--- src/rtl/bbot_rc_pkg.sv ---
// Shared constants and FSM encoding for the RC pulse receive/transmit paths.
package bbot_rc_pkg;

  localparam int ZERO_PULSES      = 75000;
  localparam int RANGE_MULT       = 250;
  localparam int MAX_PCT          = 100;
  localparam int MIN_WIDTH        = 45000;
  localparam int MAX_WIDTH        = 105000;
  localparam int TIMEOUT_CYCLES   = 2200000;
  localparam int RC_PERIOD_PULSES = 1100000;

  typedef enum logic [2:0] {
    ST_WAIT_LOW,
    ST_WAIT_RISE,
    ST_MEASURE,
    ST_CHECK,
    ST_CONVERT
  } rc_state_t;

endpackage

--- src/rtl/bbot_sync_edge.sv ---
// Two-flop synchronizer for an asynchronous level, plus rise/fall strobes.
module bbot_sync_edge (
  input  logic clock,
  input  logic d,
  output logic level,
  output logic rise,
  output logic fall
);

  logic sync_p0, sync_p1, sync_p2;

  // Pure data path: the chain keeps tracking the pin through reset so the
  // level seen at reset release is the true pin state.
  always_ff @(posedge clock) begin
    sync_p0 <= d;
    sync_p1 <= sync_p0;
    sync_p2 <= sync_p1;
  end

  assign level = sync_p1;
  assign rise  = sync_p1 & ~sync_p2;
  assign fall  = ~sync_p1 & sync_p2;

endmodule

--- src/rtl/bbot_rc_pulse_decoder.sv ---
// Measures one RC servo pulse high time and converts it to a signed percent.
module bbot_rc_pulse_decoder
  import bbot_rc_pkg::*;
#(
  parameter int DATA_W         = 32,
  parameter int ZERO_PULSES    = bbot_rc_pkg::ZERO_PULSES,
  parameter int RANGE_MULT     = bbot_rc_pkg::RANGE_MULT,
  parameter int MAX_PCT        = bbot_rc_pkg::MAX_PCT,
  parameter int MIN_WIDTH      = bbot_rc_pkg::MIN_WIDTH,
  parameter int MAX_WIDTH      = bbot_rc_pkg::MAX_WIDTH,
  parameter int TIMEOUT_CYCLES = bbot_rc_pkg::TIMEOUT_CYCLES
) (
  input  logic                     clock,
  input  logic                     reset,
  input  logic                     enable,
  input  logic                     rc_in,
  output logic        [DATA_W-1:0] pulse_width,
  output logic signed [7:0]        percent_out,
  output logic                     valid,
  output logic                     width_err,
  output logic                     signal_lost
);

  localparam logic [DATA_W-1:0] ZERO_W  = DATA_W'(ZERO_PULSES);
  localparam logic [DATA_W-1:0] RANGE_W = DATA_W'(RANGE_MULT);
  localparam logic [DATA_W-1:0] MIN_W   = DATA_W'(MIN_WIDTH);
  localparam logic [DATA_W-1:0] MAX_W   = DATA_W'(MAX_WIDTH);
  localparam logic [DATA_W-1:0] SAT_W   = DATA_W'(MAX_WIDTH + 1);
  localparam logic [DATA_W-1:0] TMO_W   = DATA_W'(TIMEOUT_CYCLES);
  localparam logic [7:0]        MAX_Q   = 8'(MAX_PCT);

  function automatic logic [DATA_W-1:0] sat_inc(input logic [DATA_W-1:0] v,
                                                input logic [DATA_W-1:0] lim);
    return (v >= lim) ? lim : v + 1'b1;
  endfunction

  function automatic logic signed [7:0] apply_sign(input logic [7:0] q,
                                                   input logic       neg);
    return neg ? -$signed(q) : $signed(q);
  endfunction

  logic              sync_level, sync_rise, sync_fall;
  rc_state_t         state;
  rc_state_t         exit_state;
  logic [DATA_W-1:0] width_cnt;
  logic [DATA_W-1:0] rem;
  logic [7:0]        quot;
  logic              neg;
  logic [DATA_W-1:0] tmo_cnt;
  logic [DATA_W-1:0] tmo_nxt;

  bbot_sync_edge u_sync (
    .clock (clock),
    .d     (rc_in),
    .level (sync_level),
    .rise  (sync_rise),
    .fall  (sync_fall)
  );

  // A pulse still high when CHECK/CONVERT finishes must not be measured half-way.
  assign exit_state = sync_level ? ST_WAIT_LOW : ST_WAIT_RISE;
  assign tmo_nxt    = sat_inc(tmo_cnt, TMO_W);

  always_ff @(posedge clock) begin
    if (reset) begin
      state       <= ST_WAIT_LOW;
      width_cnt   <= '0;
      rem         <= '0;
      quot        <= '0;
      neg         <= 1'b0;
      tmo_cnt     <= '0;
      pulse_width <= ZERO_W;
      percent_out <= '0;
      valid       <= 1'b0;
      width_err   <= 1'b0;
      signal_lost <= 1'b1;
    end else if (!enable) begin
      state     <= ST_WAIT_LOW;
      valid     <= 1'b0;
      width_err <= 1'b0;
    end else begin
      valid     <= 1'b0;
      width_err <= 1'b0;
      tmo_cnt   <= tmo_nxt;
      if (tmo_nxt == TMO_W) signal_lost <= 1'b1;

      case (state)
        ST_WAIT_LOW: begin
          if (!sync_level) state <= ST_WAIT_RISE;
        end
        ST_WAIT_RISE: begin
          if (sync_rise) begin
            width_cnt <= DATA_W'(1);
            state     <= ST_MEASURE;
          end
        end
        ST_MEASURE: begin
          if (sync_fall) state <= ST_CHECK;
          else           width_cnt <= sat_inc(width_cnt, SAT_W);
        end
        ST_CHECK: begin
          if (width_cnt >= MIN_W && width_cnt <= MAX_W) begin
            neg   <= (width_cnt < ZERO_W);
            rem   <= (width_cnt < ZERO_W) ? ZERO_W - width_cnt : width_cnt - ZERO_W;
            quot  <= '0;
            state <= ST_CONVERT;
          end else begin
            width_err <= 1'b1;
            state     <= exit_state;
          end
        end
        ST_CONVERT: begin
          // Serial divide: one subtraction per cycle, truncating toward zero.
          if (quot == MAX_Q || rem < RANGE_W) begin
            pulse_width <= width_cnt;
            percent_out <= apply_sign(quot, neg);
            valid       <= 1'b1;
            tmo_cnt     <= '0;
            signal_lost <= 1'b0;
            state       <= exit_state;
          end else begin
            rem  <= rem - RANGE_W;
            quot <= quot + 8'd1;
          end
        end
        default: state <= ST_WAIT_LOW;
      endcase
    end
  end

endmodule

--- config.mk ---
export PLATFORM = sky130hd
export DESIGN_NAME = bbot_rc_pulse_decoder
export DESIGN_NICKNAME = d
export VERILOG_FILES = /design/src/rtl/bbot_rc_pkg.sv /design/src/rtl/bbot_sync_edge.sv /design/src/rtl/bbot_rc_pulse_decoder.sv
export SDC_FILE = /design/constraint.sdc
export NUM_CORES = 1
export LEC_CHECK = 0
export CAP_MARGIN = 20
export CORE_ASPECT_RATIO = 0.5
export CORE_MARGIN = 2
export CORE_UTILIZATION = 54
export DETAILED_ROUTE_END_ITERATION = 7
export PLACE_DENSITY = 0.78
export SLEW_MARGIN = 20
export SYNTH_ARGS = -nofsm -noshare
export SYNTH_HDL_FRONTEND = slang
export SYNTH_SLANG_ARGS = --single-unit
--- constraint.sdc ---
create_clock -name clock -period 2.35 [get_ports clock]
set_input_delay 0.235 -clock clock [delete_from_list [all_inputs] [get_ports clock]]
set_output_delay 0.235 -clock clock [all_outputs]
set_load 0.01 [all_outputs]
==> results of run 1 <==
## worst max path at each step
| stage | end | slack, ns | cells after the start |
|---|---|---|---|
| final | rem[31] | -0.30 | 9 |
| after global routing | rem[31] | -0.34 | 9 |
| after CTS | rem[5] | -0.02 | 8 |
| after global placement | rem[15] | -0.14 | 8 |
| after detailed placement | rem[12] | -0.23 | 8 |
| after floorplan | rem[29] | 0.001 | 8 |
## where the power goes
| group | switching, mW | internal (mW) | total [mW] |
|---|---|---|---|
| combinational | 0.0908 | 0.0400 | 0.131 |
| clock | 1.18 | 1.71 | 2.88 |
| sequential | 0.00759 | 2.60 | 2.60 |
## state kept, by name, summed over array words and instances (netlist names)
signal          flops
u_sync.level        1
state               3
percent_out         8
width_cnt          32
u_sync.sync_p2      1
neg                 1
u_sync.sync_p0      1
signal_lost         1
quot                8
width_err           1
tmo_cnt            32
valid               1
rem                31
pulse_width        32
## final cells by class
| type | instances | area [um2] |
|---|---|---|
| clock inverter | 13 | 167.7 |
| clock buffer | 19 | 442.9 |
| multi-input combinational | 793 | 5225 |
| inverter | 20 | 75.07 |
| fill | 955 | 3466 |
| tap | 198 | 247.7 |
| timing repair buffer | 224 | 1956 |
| sequential | 153 | 3082 |
## metal layers
layer  global-route usage [%]  wire, um
met5                        0         0
met3                    6.868      2562
met2                    49.45     12660
met1                    43.32     11650
met4                    13.08      1094
## per-stage QoR
step / area, um2 / TNS (ns) / util, % / total power, mW
2_1_floorplan: 8238 / 0 / - / 2.737
3_3_place_gp: 9852 / -1.137 / 67.20 / 2.782
3_5_place_dp: 9852 / -3.854 / 67.20 / 2.786
4_1_cts: 10720 / -0.02982 / 73.11 / 5.617
5_1_grt: 11200 / -6.027 / 76.36 / 5.750
6_report: 11200 / -3.010 / 76.36 / 5.619
## logic make-up after synthesis
family                   count (synthesis)
buffers and inverters                   98
AO/OA/AOI/OAI                          287
AND/OR/NAND/NOR                        432
flip-flops                             153
XOR/XNOR                                49
multiplexers                            14
adder cells (fa/ha/maj)                 10
## worst register-to-register path: stages, from the launching register on
cell,delay (ns)
dfxtp_1,0.37
buf_4,0.20
nor4_2,0.42
buf_4,0.20
a21oi_1,0.14
o21ai_0,0.29
nand2_1,0.15
o31ai_1,0.37
nand2_1,0.25
a31oi_1,0.20
## cells in the final DEF, fill, tap and decap left out, types with 11 or more instances in the layout
master	count
a211oi_1	13
a21oi_1	82
a22o_1	20
a31oi_1	23
and2_1	17
buf_4	158
clkbuf_16	18
clkdlybuf4s50_1	45
dfxtp_1	142
inv_1	19
nand2_1	94
nand2b_1	11
nand3_1	44
nand4_1	17
nor2_1	111
nor2b_1	12
nor3_1	30
o211ai_1	11
o21ai_0	37
o31ai_1	19
or3_1	13
xnor2_1	28
xor2_1	17
## timing repair
item,in CTS,in global routing
setup buffers,13,12
pin swaps,19,45
setup endpoints to repair,43,125
endpoints found under the hold margin,0,0
gates cloned,1,3
resized for setup,34,99
==> qor.txt, run 1 <==
Slew @ Worst Pin: 0.4895 ns
CORE AREA: 14660 um2
Yosys top cell area share: 37.35%
critical path class: flip-flop to flip-flop
worst flop-to-flop path endpoint: rem[31]
largest cells by area after synthesis: dfxtp_1 (37%), nor2_1 (5.3%), a21oi_1 (5.1%)
buffer depth of the longest clock path: 2
DIE WIDTH: 178.3 um
Synth Register Bits: 153
largest net degree at the start of global routing: 76
hold path endpoint: u_sync.sync_p0
Simple-Gate Fraction of Synth Area: 26.53%
worst-case vdd ir drop: 0.5525 mV
final wirelength: 27970 um
start point of the critical path: width_cnt[8]
Seq/Total Area, Yosys: 37.35%
Tcrit/Tclk final: 112.9%
FP Rows: 31
Clk Latency, worst-skew pair: 0.44 ns
Starting Density: 55.94%
most frequent cells after synthesis: dfxtp_1 (153), nor2_1 (115), nand2_1 (95), a21oi_1 (84)
Syn Nets: 1057
max_slew headroom: 67.24%
fin nets: 1223
PortBufs: 46
RR Startpoint: width_cnt[8]
ANT cells: 0
status: finished, violations left
ys flop type: dfxtp_1
DR vias: 9188
first-iteration detailed-routing DRC count: 1393
vias in the first global route: 8245
GRT overflow: 0
Hold Vio Cnt, Final: 0
hold buffers post-CTS: 0
vias per cell: 6.470
biggest area consumer among synthesized cells: dfxtp_1
Post-synth EDFFs: 0
pwr/cell area: 501.9 nW/um2
Synth Cell Area: 8202 um2
Buf/Inv on CP: 2
Setup Skew: 0.01028 ns
Hold Path Depth: 1
Critical Path Slowest Stage Cell: nor4_2
WHS: 0.2549 ns
Ports: 47
Sink Count: 153
final worst setup slack: -0.3026 ns
FMAX: 377.0 MHz
First-pass DRT Iterations: 8
Post-Synth XOR/XNOR Area: 5.233%
TritonCTS buffer count: 17
CTS tree: yes
average cell area after synthesis: 7.863 um2
reg2reg path depth: 9
Worst-path clk slew: 0.07 ns
fin. max-slew vios: 0
total die area: 16250 um2
failing checks: negative setup slack
post-synthesis adder-cell area fraction: 1.526%
WL/cell: 19.69 um
leakage: 4.317 nW
RSZ-0062 raised after global routing: true
Clock H-tree levels: 4
Placed Cells: 1362
top-count cell post-synth: dfxtp_1
critical path startpoint category: flip-flop
area grow syn2layout: 36.51%
Post-route DRC: 0
post-synthesis compound-gate area fraction: 22.78%
Antenna Nets Post-Route: 0
Final Critical Period: 2.653 ns
cells after synthesis: 1043
CP Cell Sequence: buf_4 > nor4_2 > buf_4 > a21oi_1 > o21ai_0 > nand2_1 > o31ai_1 > nand2_1 > a31oi_1
asr flop ratio synth: 0%
main combinational cell family by area after synthesis: simple AND/OR/NAND/NOR gates
highest cell delay on the worst timing path: 0.42 ns
dpl hpwl: 16880 um
crit path DAT: 3.02 ns
CP Capture Type: flip-flop
YS warnings: 0
Hold Path Origin: rc_in
CTS root buffer: clkbuf_16
reg2reg setup slack: -0.30 ns
first-pass GRT wire length: 41610 um
HP Class: input port to flip-flop
GP Congestion: 0.9415
final non-filler cell total: 1420
required time of the critical path: 2.72 ns
synth unique cells: 70
antenna violations before repair: 0
die span in y: 91.15 um
post-synthesis mux area share: 1.724%
layout cell share with drive strength beyond 1: 25.70%
Final setup viols: 28
GRT Util Overall: 31.98%
Max FO, Critical Path: 5
Post-Place Worst Slack: -0.2305 ns
Max-Cap Viols: 0
critical path's top delay family: compound AO/OA/AOI/OAI gates
No activity file was read; power rests on OpenSTA's default activity.
==> run 2: changes to the inputs <==
--- a/config.mk
+++ b/config.mk
@@ -8,9 +8,11 @@
 export CAP_MARGIN = 20
 export CORE_ASPECT_RATIO = 0.5
 export CORE_MARGIN = 2
-export CORE_UTILIZATION = 54
+export CORE_UTILIZATION = 56
+export CTS_BUF_LIST = sky130_fd_sc_hd__clkbuf_8
 export DETAILED_ROUTE_END_ITERATION = 7
-export PLACE_DENSITY = 0.78
+export GPL_TIMING_DRIVEN = 0
+export PLACE_DENSITY = 0.81
 export SLEW_MARGIN = 20
 export SYNTH_ARGS = -nofsm -noshare
 export SYNTH_HDL_FRONTEND = slang
==> run 2 against run 1 <==
The run still ends with negative setup slack left. Register-to-register slack better by 0.05 ns. Utilization down 1.4 points. Critical path depth unchanged. Clock skew up 0.0029 ns. Wire length up 4.5%. Non-clock buffer count down 50. Design area down 3.6%. Clock-buffer cell count unchanged. Via count down 0.41%. Clock power down 25%. Combinational power up 15%. Maximum frequency up 2.1%. Highest routed layer unchanged.
==> qor.txt, run 2 (synthesized netlist as in run 1, its figures left out) <==
WL/cell: 21.34 um (was 19.69 um)
post-layout util: 74.97% (was 76.36%)
largest net degree at the start of global routing: 17 (was 76)
GRT Util Overall: 35.20% (was 31.98%)
DR vias: 9150 (was 9188)
layout cell share with drive strength beyond 1: 24.34% (was 25.70%)
antenna violations before repair: 0 (unchanged)
required time of the critical path: 2.68 ns (was 2.72 ns)
FMAX: 384.7 MHz (was 377.0 MHz)
Clock H-tree levels: 4 (unchanged)
Pwr Total: 4.919 mW (was 5.619 mW)
Antenna Nets Post-Route: 0 (unchanged)
commonest non-fill, non-tap cell in the layout: dfxtp_1 (was buf_4)
CTS tree: yes (unchanged)
TritonCTS buffer count: 17 (unchanged)
Sink Count: 153 (unchanged)
FP Rows: 31 (unchanged)
Setup Skew: 0.01317 ns (was 0.01028 ns)
pwr/cell area: 456.0 nW/um2 (was 501.9 nW/um2)
commonest non-fill, non-tap cells in the layout: dfxtp_1 (129), nor2_1 (109), nand2_1 (92) (was buf_4 (158), dfxtp_1 (142), nor2_1 (111))
DIE WIDTH: 175.1 um (was 178.3 um)
status: finished, violations left (unchanged)
Slew @ Worst Pin: 0.8286 ns (was 0.4895 ns)
Max FO, Critical Path: 7 (was 5)
setup_tns: -4.003 ns (was -3.010 ns)
fin nets: 1173 (was 1223)
Ports: 47 (unchanged)
HP Class: input port to flip-flop (unchanged)
max_slew headroom: 44.76% (was 67.24%)
Post-Place Worst Slack: -0.7426 ns (was -0.2305 ns)
ANT cells: 0 (unchanged)
critical path startpoint category: flip-flop (unchanged)
First-pass DRT Iterations: 6 (was 8)
crit path DAT: 2.93 ns (was 3.02 ns)
CP Capture Type: flip-flop (unchanged)
critical path class: flip-flop to flip-flop (unchanged)
Final setup viols: 57 (was 28)
PortBufs: 46 (unchanged)
final wirelength: 29210 um (was 27970 um)
failing checks: negative setup slack (unchanged)
Tcrit/Tclk final: 110.6% (was 112.9%)
Final Critical Period: 2.599 ns (was 2.653 ns)
area grow syn2layout: 31.53% (was 36.51%)
Hold Vio Cnt, Final: 0 (unchanged)
total die area: 15690 um2 (was 16250 um2)
buffer depth of the longest clock path: 2 (unchanged)
WHS: 0.2130 ns (was 0.2549 ns)
worst-case vdd ir drop: 0.3410 mV (was 0.5525 mV)
Worst-path clk slew: 0.08 ns (was 0.07 ns)
GP Congestion: 0.9350 (was 0.9415)
Post-route DRC: 0 (unchanged)
dpl hpwl: 17710 um (was 16880 um)
RSZ-0062 raised after global routing: true (unchanged)
Max-Cap Viols: 0 (unchanged)
hold buffers post-CTS: 0 (unchanged)
die span in y: 89.58 um (was 91.15 um)
fin. max-slew vios: 0 (unchanged)
final worst setup slack: -0.2491 ns (was -0.3026 ns)
Starting Density: 57.00% (was 55.94%)
vias per cell: 6.684 (was 6.470)
CTS root buffer: clkbuf_8 (was clkbuf_16)
GRT overflow: 0 (unchanged)
first-iteration detailed-routing DRC count: 1397 (was 1393)
Largest regs: pulse_width x32, tmo_cnt x32, width_cnt x32 (unchanged)
CORE AREA: 14390 um2 (was 14660 um2)
Clk Latency, worst-skew pair: 0.48 ns (was 0.44 ns)
first-pass GRT wire length: 43010 um (was 41610 um)
vias in the first global route: 8156 (was 8245)
leakage: 3.943 nW (was 4.317 nW)
-- run 2: layout make-up --
cell class	count	area, um2
multi-input cells	793	5503
repair buffers	110	1003
inverters	20	75.07
well taps	198	247.7
flip-flops and latches	153	3110
plain buffers	64	435.4
clock buffers	19	261.5
clock inverters	12	151.4
fillers	1011	3602
-- run 2: path summary, 6_finish.rpt --
kind                  start        endpoint  slack [ns]  cells past startpoint
max            width_cnt[4]         rem[29]       -0.25                      9
min                   rc_in  u_sync.sync_p0        0.21                      1
max reg2reg    width_cnt[4]         rem[29]       -0.25                      9
min reg2reg  u_sync.sync_p0    u_sync.level        0.34                      0
-- run 2: critical path, cell delays in order (launching register included) --
cell	delay [ns]
dfxtp_1	0.38
clkbuf_4	0.24
nand3_2	0.12
o211ai_1	0.30
buf_4	0.18
a211o_4	0.14
mux2_4	0.33
a32oi_2	0.22
mux2i_2	0.40
a221oi_2	0.13
-- run 2: layer usage --
layer | vias up | wire, um | part of all wire [%] | GRT usage [%]
met2 | 652 | 13180 | 45 | 57.44
met1 | 4321 | 11250 | 39 | 44.24
li1 | 4016 | - | - | -
met3 | 161 | 3474 | 12 | 11.20
met4 | 0 | 1308 | 4.5 | 13.94
met5 | - | 0 | 0 | 0
-- run 2: power by group --
part	switching, mW	total, mW	internal, mW
Combinational	0.110	0.151	0.0410
Sequential	0.00871	2.60	2.59
Clock	1.07	2.17	1.10
Total	1.19	4.92	3.73
-- run 2: repair_timing --
action,CTS,global route
pin swaps,32,49
gates cloned,3,3
resized for setup,147,135
hold endpoints to repair,0,0
buffers inserted,39,21
setup endpoints to repair,137,127
-- run 2: per-stage QoR --
stage	cell area, um2	cells
4_1_cts	10200	1349
3_3_place_gp	8946	1287
3_5_place_dp	8946	1287
2_1_floorplan	8238	1043
6_report	10790	1369
5_1_grt	10790	1369
